===== config.mk =====
export PLATFORM = sky130hd
export DESIGN_NAME = ball_renderer
export DESIGN_NICKNAME = d
export VERILOG_FILES = /design/src/rtl/ball_renderer.sv
export SDC_FILE = /design/constraint.sdc
export NUM_CORES = 1
export LEC_CHECK = 0
export BUFFER_PORTS_ARGS = -buffer_cell sky130_fd_sc_hd__buf_4
export CELL_PAD_IN_SITES_DETAIL_PLACEMENT = 0
export CELL_PAD_IN_SITES_GLOBAL_PLACEMENT = 2
export CORE_UTILIZATION = 38
export DETAILED_ROUTE_END_ITERATION = 10
export PLACE_DENSITY = 0.8
export SYNTH_ARGS = -nofsm -noshare
export SYNTH_HDL_FRONTEND = slang
export SYNTH_SLANG_ARGS = --single-unit

===== constraint.sdc =====
create_clock -name clk -period 3.25 [get_ports clk]
set_input_delay 0.65 -clock clk [delete_from_list [all_inputs] [get_ports clk]]
set_output_delay 0.65 -clock clk [all_outputs]
set_load 0.02 [all_outputs]

===== src/rtl/ball_renderer.sv =====
// rtl/ball_renderer.sv - VGA timing generator that renders ball, two pads and centre net
// Ports:
//   clk, rst_n            pixel clock, asynchronous active-low reset
//   pad_left, pad_right   pad centre y (sampled once per frame into shadows)
//   ball_x, ball_y        ball centre (sampled once per frame into shadows)
//   hsync, vsync          active-low syncs
//   rgb                   pixel colour {r,g,b}
//   frame_start           one-cycle pulse for slot (0,0)
// All outputs are registered and describe the slot the counters held one cycle earlier.
module ball_renderer #(
    parameter int H_VISIBLE    = 640,
    parameter int H_FRONT      = 16,
    parameter int H_SYNC       = 96,
    parameter int H_BACK       = 48,
    parameter int V_VISIBLE    = 480,
    parameter int V_FRONT      = 10,
    parameter int V_SYNC       = 2,
    parameter int V_BACK       = 33,
    parameter int PAD_WIDTH    = 8,
    parameter int PAD_HEIGHT   = 64,
    parameter int PAD_DISTANCE = 16,
    parameter int BALL_SIZE    = 8,
    parameter int NET_X        = 319
) (
    input  logic       clk,
    input  logic       rst_n,
    input  logic [9:0] pad_left,
    input  logic [9:0] pad_right,
    input  logic [9:0] ball_x,
    input  logic [8:0] ball_y,
    output logic       hsync,
    output logic       vsync,
    output logic [2:0] rgb,
    output logic       frame_start
);
    localparam int H_TOTAL = H_VISIBLE + H_FRONT + H_SYNC + H_BACK;
    localparam int V_TOTAL = V_VISIBLE + V_FRONT + V_SYNC + V_BACK;

    localparam logic [9:0] H_MAX    = 10'(H_TOTAL - 1);
    localparam logic [9:0] V_MAX    = 10'(V_TOTAL - 1);
    localparam logic [9:0] H_VIS    = 10'(H_VISIBLE);
    localparam logic [9:0] V_VIS    = 10'(V_VISIBLE);
    localparam logic [9:0] HS_START = 10'(H_VISIBLE + H_FRONT);
    localparam logic [9:0] HS_END   = 10'(H_VISIBLE + H_FRONT + H_SYNC);
    localparam logic [9:0] VS_START = 10'(V_VISIBLE + V_FRONT);
    localparam logic [9:0] VS_END   = 10'(V_VISIBLE + V_FRONT + V_SYNC);
    localparam logic [9:0] LP_X0    = 10'(PAD_DISTANCE);
    localparam logic [9:0] LP_X1    = 10'(PAD_DISTANCE + PAD_WIDTH);
    localparam logic [9:0] RP_X0    = 10'(H_VISIBLE - PAD_DISTANCE - PAD_WIDTH);
    localparam logic [9:0] RP_X1    = 10'(H_VISIBLE - PAD_DISTANCE);
    localparam logic [9:0] NET_X0   = 10'(NET_X);
    localparam logic [9:0] NET_X1   = 10'(NET_X + 1);

    localparam logic signed [11:0] BALL_HALF = 12'(BALL_SIZE / 2);
    localparam logic signed [11:0] PAD_HALF  = 12'(PAD_HEIGHT / 2);

    logic [9:0] h_q, h_d, v_q, v_d;
    logic [9:0] pad_left_q, pad_right_q, ball_x_q;
    logic [8:0] ball_y_q;
    logic       hsync_q, hsync_d, vsync_q, vsync_d, frame_start_q, frame_start_d;
    logic [2:0] rgb_q, rgb_d;

    // Lower bounds that would go negative are pinned to 0 so no wrap-around
    // can make an object reappear at the far edge of the screen.
    function automatic logic signed [11:0] clamp0(input logic signed [11:0] x);
        return (x < 12'sd0) ? 12'sd0 : x;
    endfunction

    logic signed [11:0] h_s, v_s, bx_s, by_s, pl_s, pr_s;
    logic visible, ball_hit, lpad_hit, rpad_hit, net_hit;

    always_comb begin
        h_d = (h_q == H_MAX) ? 10'd0 : h_q + 10'd1;
        v_d = v_q;
        if (h_q == H_MAX) begin
            v_d = (v_q == V_MAX) ? 10'd0 : v_q + 10'd1;
        end

        h_s  = $signed({2'b00, h_q});
        v_s  = $signed({2'b00, v_q});
        bx_s = $signed({2'b00, ball_x_q});
        by_s = $signed({3'b000, ball_y_q});
        pl_s = $signed({2'b00, pad_left_q});
        pr_s = $signed({2'b00, pad_right_q});

        visible  = (h_q < H_VIS) && (v_q < V_VIS);
        ball_hit = (h_s >= clamp0(bx_s - BALL_HALF)) && (h_s < bx_s + BALL_HALF) &&
                   (v_s >= clamp0(by_s - BALL_HALF)) && (v_s < by_s + BALL_HALF);
        lpad_hit = (h_q >= LP_X0) && (h_q < LP_X1) &&
                   (v_s >= clamp0(pl_s - PAD_HALF)) && (v_s <= pl_s + PAD_HALF);
        rpad_hit = (h_q >= RP_X0) && (h_q < RP_X1) &&
                   (v_s >= clamp0(pr_s - PAD_HALF)) && (v_s <= pr_s + PAD_HALF);
        // Dashed net: 16 lines on, 16 lines off.
        net_hit  = ((h_q == NET_X0) || (h_q == NET_X1)) && !v_q[4];

        rgb_d = 3'b000;
        if (visible) begin
            if (ball_hit || lpad_hit || rpad_hit) begin
                rgb_d = 3'b111;
            end else if (net_hit) begin
                rgb_d = 3'b010;
            end
        end

        hsync_d       = !((h_q >= HS_START) && (h_q < HS_END));
        vsync_d       = !((v_q >= VS_START) && (v_q < VS_END));
        frame_start_d = (h_q == 10'd0) && (v_q == 10'd0);
    end

    always_ff @(posedge clk or negedge rst_n) begin
        if (!rst_n) begin
            h_q           <= 10'd0;
            v_q           <= 10'd0;
            pad_left_q    <= 10'd240;
            pad_right_q   <= 10'd240;
            ball_x_q      <= 10'd320;
            ball_y_q      <= 9'd240;
            hsync_q       <= 1'b1;
            vsync_q       <= 1'b1;
            rgb_q         <= 3'b000;
            frame_start_q <= 1'b0;
        end else begin
            h_q           <= h_d;
            v_q           <= v_d;
            hsync_q       <= hsync_d;
            vsync_q       <= vsync_d;
            rgb_q         <= rgb_d;
            frame_start_q <= frame_start_d;
            // Latch game inputs at the start of vertical blanking so the next
            // visible frame is drawn from one consistent snapshot.
            if ((h_q == 10'd0) && (v_q == V_VIS)) begin
                pad_left_q  <= pad_left;
                pad_right_q <= pad_right;
                ball_x_q    <= ball_x;
                ball_y_q    <= ball_y;
            end
        end
    end

    assign hsync       = hsync_q;
    assign vsync       = vsync_q;
    assign rgb         = rgb_q;
    assign frame_start = frame_start_q;
endmodule


==> reports/metrics.csv, run 1 <==
metric;value;unit
wire per inst;16.37;microns
Seq/Total Area, Yosys;0.3061;
Slew Limit Fails;0;
worst clock skew;0.007091;ns
nature of the critical path startpoint;register;
Final Hold Violating Endpoints;0;
Core Area;0.01340;sq mm
Final Net Count;762;
Seq cells post-synth;64;
input/output buffers;46;
Antenna Nets Post-Route;0;
DRC viols;0;
Max Cap Violations;0;
I/O pin total;47;
count of cell types in the netlist;60;
total wire length;13310;microns
Hold Path Class;in2async;
setup TNS;0;ns
commonest non-fill, non-tap cell in the layout;ha_1;
layout cell share with drive strength beyond 1;0.1538;
Initial Util;0.3953;
Non-Filler Instances;813;
min cycle time layout;3.000;ns
post-synth net total;718;
DIE AREA;0.01442;sq mm
CTS clock-pin slew for the worst setup and hold paths;0.06;ns
period utilization;0.9232;
total number of vias;4396;
cell total after placement;797;
Avg Cell Area, Syn;9.009;sq um
CP endpoint kind;register;
Post-Syn Instances;588;
Syn-to-layout area delta;16.44;%
Post-synth EDFFs;0;
global-route wire length before repair;22500;microns
RSZ-0062 raised after global routing;false;
overall routing resource usage;0.2027;
power density over cell area;322.2;mW/mm^2
fin util;0.4603;
CP Data Required Time;3.53;ns
Slew headroom;0.4465;
final instance area;0.006168;sq mm
GPL Wtd Cong;0.8166;
initial antenna violation count;0;
r2r setup slk;0.25;ns
leak pwr;3.031;nW
footprint of the multi-input gates;0.003460;sq mm
cell area after synthesis;0.005298;sq mm
CTS max path bufs;2;
Place WS;0.1396;ns
CTS tree;done;
Setup violations, final;0;
die width;120.1;microns
# H-tree levels;3;
Tightest Pin Transition;0.8303;ns
most frequent cells in the layout;ha_1 (89), nand2_1 (75), buf_4 (53), dfrtp_1 (48), nor2_1 (36);
DP Wirelength;9855;microns
Clock Latency Late Sink;0.35;ns
Rows;42;
Post-synth ARST share;1.000;
VDD IR max;0.2699;mV
Synth Flop Type;dfrtp_1;
largest net degree at the start of global routing;65;
clock buffers created by TritonCTS;9;
vias per std cell;5.407;
worst setup margin;0.2497;ns
vias in the first global route;4537;
WHS;0.4149;ns
synth warn;0;
FF/Latch Area;0.001622;sq mm
1st-pass router iterations;4;
Post-CTS Setup Inserts;0;
Detailed Route Iter0 Violations;203;
Critical Path Fanout Max;6;
Filler Cells Inserted;1315;
Critical Path AT;3.28;ns
GRT Residual Overflow;0;
WS Path Type;reg2reg;
fmax;333.3;MHz
area post-placement;0.005818;sq mm
DIE HEIGHT;120.1;microns
diode count;0;
Design Power;1.988;mW
clk sinks;64;
status;finished clean;
clock root cell;clkbuf_16;
[metal layers]
layer | global-route usage | vias to the layer above | share of wire
met3 | 0.03945 | 12 | 0.034
li1 | - | 2202 | -
met4 | 0.07344 | 0 | 0.014
met5 | 0 | - | 0
met2 | 0.3445 | 73 | 0.49
met1 | 0.2531 | 2109 | 0.46
[final cells by class]
class                   count  share of cell area
well taps                 176             0.03570
inverters                  33             0.02008
flip-flops and latches     64              0.2629
multi-input cells         471              0.5609
clock inverters             7             0.01947
repair buffers             53             0.06450
clock buffers               9             0.03651
[path summary, 6_finish.rpt]
| path | from | endpoint | cells past startpoint |
|---|---|---|---|
| setup reg to reg | ball_x_q[2] | rgb[0] | 12 |
| setup / recovery | ball_x_q[2] | rgb[0] | 12 |
| hold / removal | rst_n | pad_right_q[1] | 1 |
| min in group clk | ball_x[2] | ball_x_q[2] | 3 |
| max in group asynchronous | rst_n | ball_y_q[0] | 1 |
| hold reg to reg | pad_left_q[4] | pad_left_q[4] | 2 |
[cell usage after synthesis, types with 3 or more instances]
cell type | n | area share
dfstp_2 | 16 | 0.079
or3_1 | 4 | 0.0047
mux2_1 | 20 | 0.043
dfrtp_1 | 48 | 0.23
nor4_1 | 5 | 0.0059
nand3_1 | 24 | 0.023
xnor2_1 | 17 | 0.028
xor2_1 | 19 | 0.031
nand4b_1 | 4 | 0.0066
nor3b_1 | 3 | 0.0043
nor3_1 | 12 | 0.011
nor2b_1 | 4 | 0.0047
ha_1 | 89 | 0.21
o31ai_1 | 3 | 0.0043
o21ai_1 | 16 | 0.015
and2_1 | 5 | 0.0059
buf_2 | 7 | 0.0066
o21ai_0 | 26 | 0.025
o211ai_1 | 4 | 0.0057
a21oi_1 | 22 | 0.021
mux2i_1 | 5 | 0.0094
clkbuf_1 | 9 | 0.0064
o21a_1 | 5 | 0.0071
a2111oi_0 | 4 | 0.0066
nand3b_1 | 3 | 0.0043
nand2b_1 | 6 | 0.0071
a21o_1 | 4 | 0.0057
inv_1 | 33 | 0.023
nand4_1 | 15 | 0.018
nand2_1 | 75 | 0.053
nor2_1 | 36 | 0.026
and3_1 | 6 | 0.0071
[report_power, final]
part | switching, mW | internal (mW) | total [mW]
logic | 0.0216 | 0.0301 | 0.0517
registers | 0 | 0.798 | 0.798
clock network | 0.388 | 0.750 | 1.14
total | 0.410 | 1.58 | 1.99
[flip-flops by register name, indices dropped and copies added (netlist names), 2 cells and up]
| register | flops |
|---|---|
| h_q | 10 |
| v_q | 10 |
| ball_x_q | 10 |
| pad_right_q | 10 |
| ball_y_q | 9 |
| pad_left_q | 10 |
| rgb | 2 |
[cell families (layout without fill, tap and decap cells)]
family                   after synthesis  count (layout)  share of synthesized area
AO/OA/AOI/OAI                        104             104                     0.1214
buffers and inverters                 53             102                    0.04346
flip-flops                            64              64                     0.3061
XOR/XNOR                              36              36                    0.05952
AND/OR/NAND/NOR                      216             216                     0.2052
adder cells (fa/ha/maj)               89              89                     0.2102
multiplexers                          26              26                    0.05409
[worst max-delay path, cell delays in order (launching register included)]
cell and delay, ns:
dfrtp_1 0.44, inv_2 0.12, ha_1 0.18, nand2_1 0.08, or3_1 0.37, or3_4 0.38
and2_1 0.18, ha_1 0.26, o21ai_0 0.08, a221o_1 0.36, a211oi_1 0.23, o211ai_1 0.15
nand3_1 0.09
[what timing repair did]
action                     CTS  global route
setup endpoints to repair    0             2
gates resized for setup      0             2
hold buffers                 0             0
Power figures use the tool's default switching activity.
==> run 2: changes to the inputs <==
--- a/config.mk
+++ b/config.mk
@@ -6,9 +6,10 @@
 export NUM_CORES = 1
 export LEC_CHECK = 0
 export BUFFER_PORTS_ARGS = -buffer_cell sky130_fd_sc_hd__buf_4
-export CELL_PAD_IN_SITES_DETAIL_PLACEMENT = 0
+export CELL_PAD_IN_SITES_DETAIL_PLACEMENT = 2
 export CELL_PAD_IN_SITES_GLOBAL_PLACEMENT = 2
 export CORE_UTILIZATION = 38
+export CTS_CLUSTER_SIZE = 14
 export DETAILED_ROUTE_END_ITERATION = 10
 export PLACE_DENSITY = 0.8
 export SYNTH_ARGS = -nofsm -noshare
==> run 2 against run 1 <==
Power is 12% lower; combinational power is 2% higher; sequential share of layout area is 0.32 points higher; clock power is 22% lower; non-clock buffer count stayed put; count of clock-buffer cells in the layout is 1 higher; first-iteration DRC count is 6.9% lower; critical path depth stayed put; register-to-register slack worse by 0.10 ns; sequential power hardly changed; critical path type unchanged; critical endpoint unchanged.
==> reports/metrics.csv, run 2 (same netlist as run 1, synthesis figures left out) <==
metric;value;unit
VDD IR max;0.2383;mV
# H-tree levels;3;
Detailed Route Iter0 Violations;189;
CP Data Required Time;3.52;ns
R2R cell count;12;
WS Path Type;reg2reg;
Max Cap Violations;0;
final instance area;0.006100;sq mm
overall routing resource usage;0.2478;
CTS tree;done;
worst clock skew;0.01069;ns
power density over cell area;285.3;mW/mm^2
die width;120.1;microns
initial antenna violation count;0;
DIE HEIGHT;120.1;microns
period utilization;0.9549;
area post-placement;0.005818;sq mm
nature of the critical path startpoint;register;
clock root cell;clkbuf_16;
status;finished clean;
total wire length;16420;microns
vias per std cell;5.668;
setup TNS;0;ns
RSZ-0062 raised after global routing;false;
Setup violations, final;0;
fin util;0.4552;
Post-CTS Setup Inserts;0;
Critical Path Fanout Max;6;
vias in the first global route;5274;
layout cell share with drive strength beyond 1;0.1570;
leak pwr;3.004;nW
wire per inst;20.19;microns
DP Wirelength;12320;microns
diode count;0;
clock buffers created by TritonCTS;9;
CTS clock-pin slew for the worst setup and hold paths;0.06;ns
CTS max path bufs;2;
Critical Path AT;3.38;ns
Worst setup startpoint;ball_x_q[2];
Rows;42;
r2r setup slk;0.15;ns
Initial Util;0.3953;
Slew Limit Fails;0;
Syn-to-layout area delta;15.14;%
largest net degree at the start of global routing;65;
Antenna Nets Post-Route;0;
CP endpoint kind;register;
RR Endpoint;rgb[0];
commonest non-fill, non-tap cell in the layout;ha_1;
Tightest Pin Transition;0.8595;ns
input/output buffers;46;
Slew headroom;0.4270;
global-route wire length before repair;27500;microns
DRC viols;0;
GPL Wtd Cong;0.8166;
min cycle time layout;3.103;ns
most frequent cells in the layout;ha_1 (89), nand2_1 (75), buf_4 (53), dfrtp_1 (47), nor2_1 (36);
GRT Residual Overflow;0;
WHS;0.4264;ns
I/O pin total;47;
clk sinks;64;
DIE AREA;0.01442;sq mm
# hold bufs at CTS;0;
Worst setup endpoint;rgb[0];
1st-pass router iterations;4;
total number of vias;4608;
Final Hold Violating Endpoints;0;
Final Net Count;762;
Clock Latency Late Sink;0.35;ns
RR Startpoint;ball_x_q[2];
Hold Path Class;in2async;
Core Area;0.01340;sq mm
fmax;322.2;MHz
-- run 2: metal layers --
metal	GRT usage	up-vias	part of all wire
met5	0	-	0
met4	0.07031	0	0.017
met3	0.04705	19	0.028
met2	0.4540	66	0.53
met1	0.2904	2325	0.43
li1	-	2198	-
-- run 2: through the flow --
step	worst slack, ns	power [mW]	std cells
after CTS	0.01459	1.774	813
after floorplan	0.3855	0.8123	588
after detailed placement	0.03467	0.8665	797
after global routing	0.006265	1.795	813
final	0.1466	1.740	813
after global placement	0.2011	0.8640	797
-- run 2: critical path, stage by stage (launching register included) --
cell,delay [ns]
dfrtp_2,0.45
inv_2,0.10
ha_1,0.20
nand2_1,0.09
or3_1,0.38
or3_4,0.38
and2_1,0.17
ha_1,0.26
o21ai_0,0.12
a221o_1,0.37
a211oi_1,0.24
o211ai_1,0.16
nand3_1,0.10
-- run 2: power breakdown --
part | internal, mW | switching, mW | total [mW]
Clock | 0.511 | 0.378 | 0.889
Sequential | 0.798 | 0 | 0.798
Combinational | 0.0302 | 0.0225 | 0.0527
Total | 1.34 | 0.401 | 1.74
-- run 2: repair_timing --
| item | in CTS | in global routing |
|---|---|---|
| endpoints found under the setup margin | 0 | 2 |
| resized for setup | 0 | 5 |
| hold endpoints to repair | 0 | 0 |
-- run 2: worst min-delay path by stage --
stage                endpoint  slack [ns]  cells after the start
6_report       pad_right_q[2]        0.43                      1
2_1_floorplan     ball_x_q[0]        0.35                      0
3_3_place_gp   pad_right_q[4]        0.50                      2
5_1_grt        pad_right_q[8]        0.48                      1
4_1_cts           ball_x_q[0]        0.45                      1
3_5_place_dp    pad_left_q[4]        0.51                      2
-- run 2: cell type report --
type	instances	area (sq um)
multi-input cells	471	3470
well taps	176	220.2
clock inverters	6	36.28
repair buffers	53	397.9
fillers	1447	7301
inverters	33	123.9
flip-flops and latches	64	1623
clock buffers	10	229.0
==> run 3: changes to the inputs <==
--- a/config.mk
+++ b/config.mk
@@ -8,10 +8,11 @@
 export BUFFER_PORTS_ARGS = -buffer_cell sky130_fd_sc_hd__buf_4
 export CELL_PAD_IN_SITES_DETAIL_PLACEMENT = 2
 export CELL_PAD_IN_SITES_GLOBAL_PLACEMENT = 2
-export CORE_UTILIZATION = 38
+export CORE_UTILIZATION = 34
 export CTS_CLUSTER_SIZE = 14
 export DETAILED_ROUTE_END_ITERATION = 10
-export PLACE_DENSITY = 0.8
+export PLACE_DENSITY = 0.76
+export RECOVER_POWER = 100
 export SYNTH_ARGS = -nofsm -noshare
 export SYNTH_HDL_FRONTEND = slang
 export SYNTH_SLANG_ARGS = --single-unit
==> constraint.sdc (replaced) <==
create_clock -name clk -period 2.7 [get_ports clk]
set_input_delay 0.54 -clock clk [delete_from_list [all_inputs] [get_ports clk]]
set_output_delay 0.54 -clock clk [all_outputs]
set_load 0.02 [all_outputs]
==> run 3 against run 2 <==
The flow now finishes with violations (max-capacitance violations, max-slew violations, negative setup slack); maximum frequency grew 6.1%; first-iteration DRC count decreased by 23%; register-to-register slack lost 0.37 ns; sequential share of layout area down 1.7 points; critical endpoint is now rgb[1]; largest cell class unchanged; final area grew 6.8%; sequential cell count did not move; largest power group unchanged.
==> reports/metrics.csv, run 3 (same netlist as run 1, synthesis figures left out) <==
metric;value;unit
GPL Wtd Cong;0.8118;
period utilization;1.084;
WHS;0.3965;ns
vias in the first global route;5490;
worst clock skew;0.006665;ns
I/O pin total;47;
RR Startpoint;ball_y_q[3];
setup TNS;-0.5285;ns
Antenna Nets Post-Route;0;
power density over cell area;329.5;mW/mm^2
clock root cell;clkbuf_16;
die width;126.8;microns
area post-placement;0.006138;sq mm
Slew Limit Fails;65;
layout cell share with drive strength beyond 1;0.2139;
WS Path Type;reg2reg;
total wire length;18650;microns
nature of the critical path startpoint;register;
hold path startpoint;ball_y[8];
Slew headroom;-0.1735;
R2R cell count;12;
Initial Util;0.3485;
Detailed Route Iter0 Violations;145;
most frequent cells in the layout;ha_1 (85), buf_4 (81), nand2_1 (72), dfrtp_1 (48), nor2_1 (35);
worst setup margin;-0.2259;ns
CTS max path bufs;2;
overall routing resource usage;0.2332;
largest net degree at the start of global routing;65;
diode count;0;
Setup violations, final;8;
Place WS;-0.2475;ns
VDD IR max;0.3052;mV
clk sinks;64;
status;finished with violations;
Max Cap Violations;1;
Critical Path AT;3.13;ns
1st-pass router iterations;6;
Worst setup startpoint;ball_y_q[3];
min cycle time layout;2.926;ns
# H-tree levels;3;
vias per std cell;5.665;
leak pwr;3.177;nW
Tightest Pin Transition;1.760;ns
fmax;341.8;MHz
fin util;0.4284;
initial antenna violation count;0;
CTS clock-pin slew for the worst setup and hold paths;0.06;ns
RSZ-0062 raised after global routing;true;
violations in the final reports;max-capacitance violations, max-slew violations, negative setup slack;
DRC viols;0;
Core Area;0.01520;sq mm
final instance area;0.006513;sq mm
hold depth;3;
commonest non-fill, non-tap cell in the layout;ha_1;
clock buffers created by TritonCTS;9;
wire per inst;21.53;microns
DIE AREA;0.01608;sq mm
Critical Path Fanout Max;3;
input/output buffers;46;
global-route wire length before repair;28880;microns
CP endpoint kind;register;
Clock Latency Late Sink;0.35;ns
CTS tree;done;
Final Net Count;803;
Final Hold Violating Endpoints;0;
DIE HEIGHT;126.8;microns
GRT Residual Overflow;0;
CP Data Required Time;2.90;ns
Syn-to-layout area delta;22.93;%
Hold Path Class;in2reg;
Rows;45;
DP Wirelength;13050;microns
total number of vias;4906;
run 3: changes by cell type in the layout (fill, tap and decap cells not counted), moves of 3 or more:
cell	before	now
buf_4	53	81
ha_1	89	85
ha_4	0	4
clkinv_2	4	0
clkbuf_1	1	14
nand2_1	75	72
clkbuf_2	0	3
run 3: what timing repair did:
action                                  CTS  global route
resized for setup                        15            12
hold buffers                              0             0
buffers inserted                          5             2
endpoints found under the setup margin    2             2
pin swaps                                12            13
run 3: metal layers:
layer / wire [microns] / track usage / up-vias
met4: 501 / 0.08403 / 0
met5: 0 / 0 / -
met2: 10010 / 0.4418 / 88
met1: 7592 / 0.2605 / 2501
met3: 546 / 0.03880 / 39
li1: - / - / 2278
run 3: worst paths after layout:
kind | end | slack (ns)
worst min-delay path | ball_y_q[8] | 0.40
min in group asynchronous | pad_right_q[3] | 0.64
max in group asynchronous | ball_y_q[8] | 0.99
worst min register to register | pad_right_q[4] | 0.51
worst max register to register | rgb[1] | -0.23
worst max-delay path | rgb[1] | -0.23
run 3: per-stage QoR:
stage	std cells	power [mW]
after CTS	864	2.173
after global routing	866	2.203
final	866	2.146
after floorplan	588	0.9778
after detailed placement	843	1.043
after global placement	843	1.040
run 3: area by class of cell:
| class | instances | area [sq um] |
|---|---|---|
| timing repair buffer | 94 | 668.1 |
| tap | 188 | 235.2 |
| inverter | 33 | 123.9 |
| sequential | 64 | 1622 |
| multi-input combinational | 471 | 3592 |
| fill | 1662 | 8690 |
| clock buffer | 16 | 271.5 |
run 3: where the power goes:
part / total [mW] / internal [mW] / switching (mW)
logic: 0.0635 / 0.0359 / 0.0276
registers: 0.961 / 0.961 / 0
clock network: 1.12 / 0.674 / 0.447
total: 2.15 / 1.67 / 0.475
run 3: worst max-delay path, stage by stage (launching register included):
cell and delay, ns:
dfrtp_1 0.39, or3_4 0.38, or2_4 0.25, nand3b_1 0.25
buf_6 0.19, nand2_4 0.08, ha_4 0.21, a21oi_2 0.17
a21oi_2 0.10, a2111oi_4 0.32, a22oi_1 0.11, o211ai_1 0.18
nand4_1 0.15
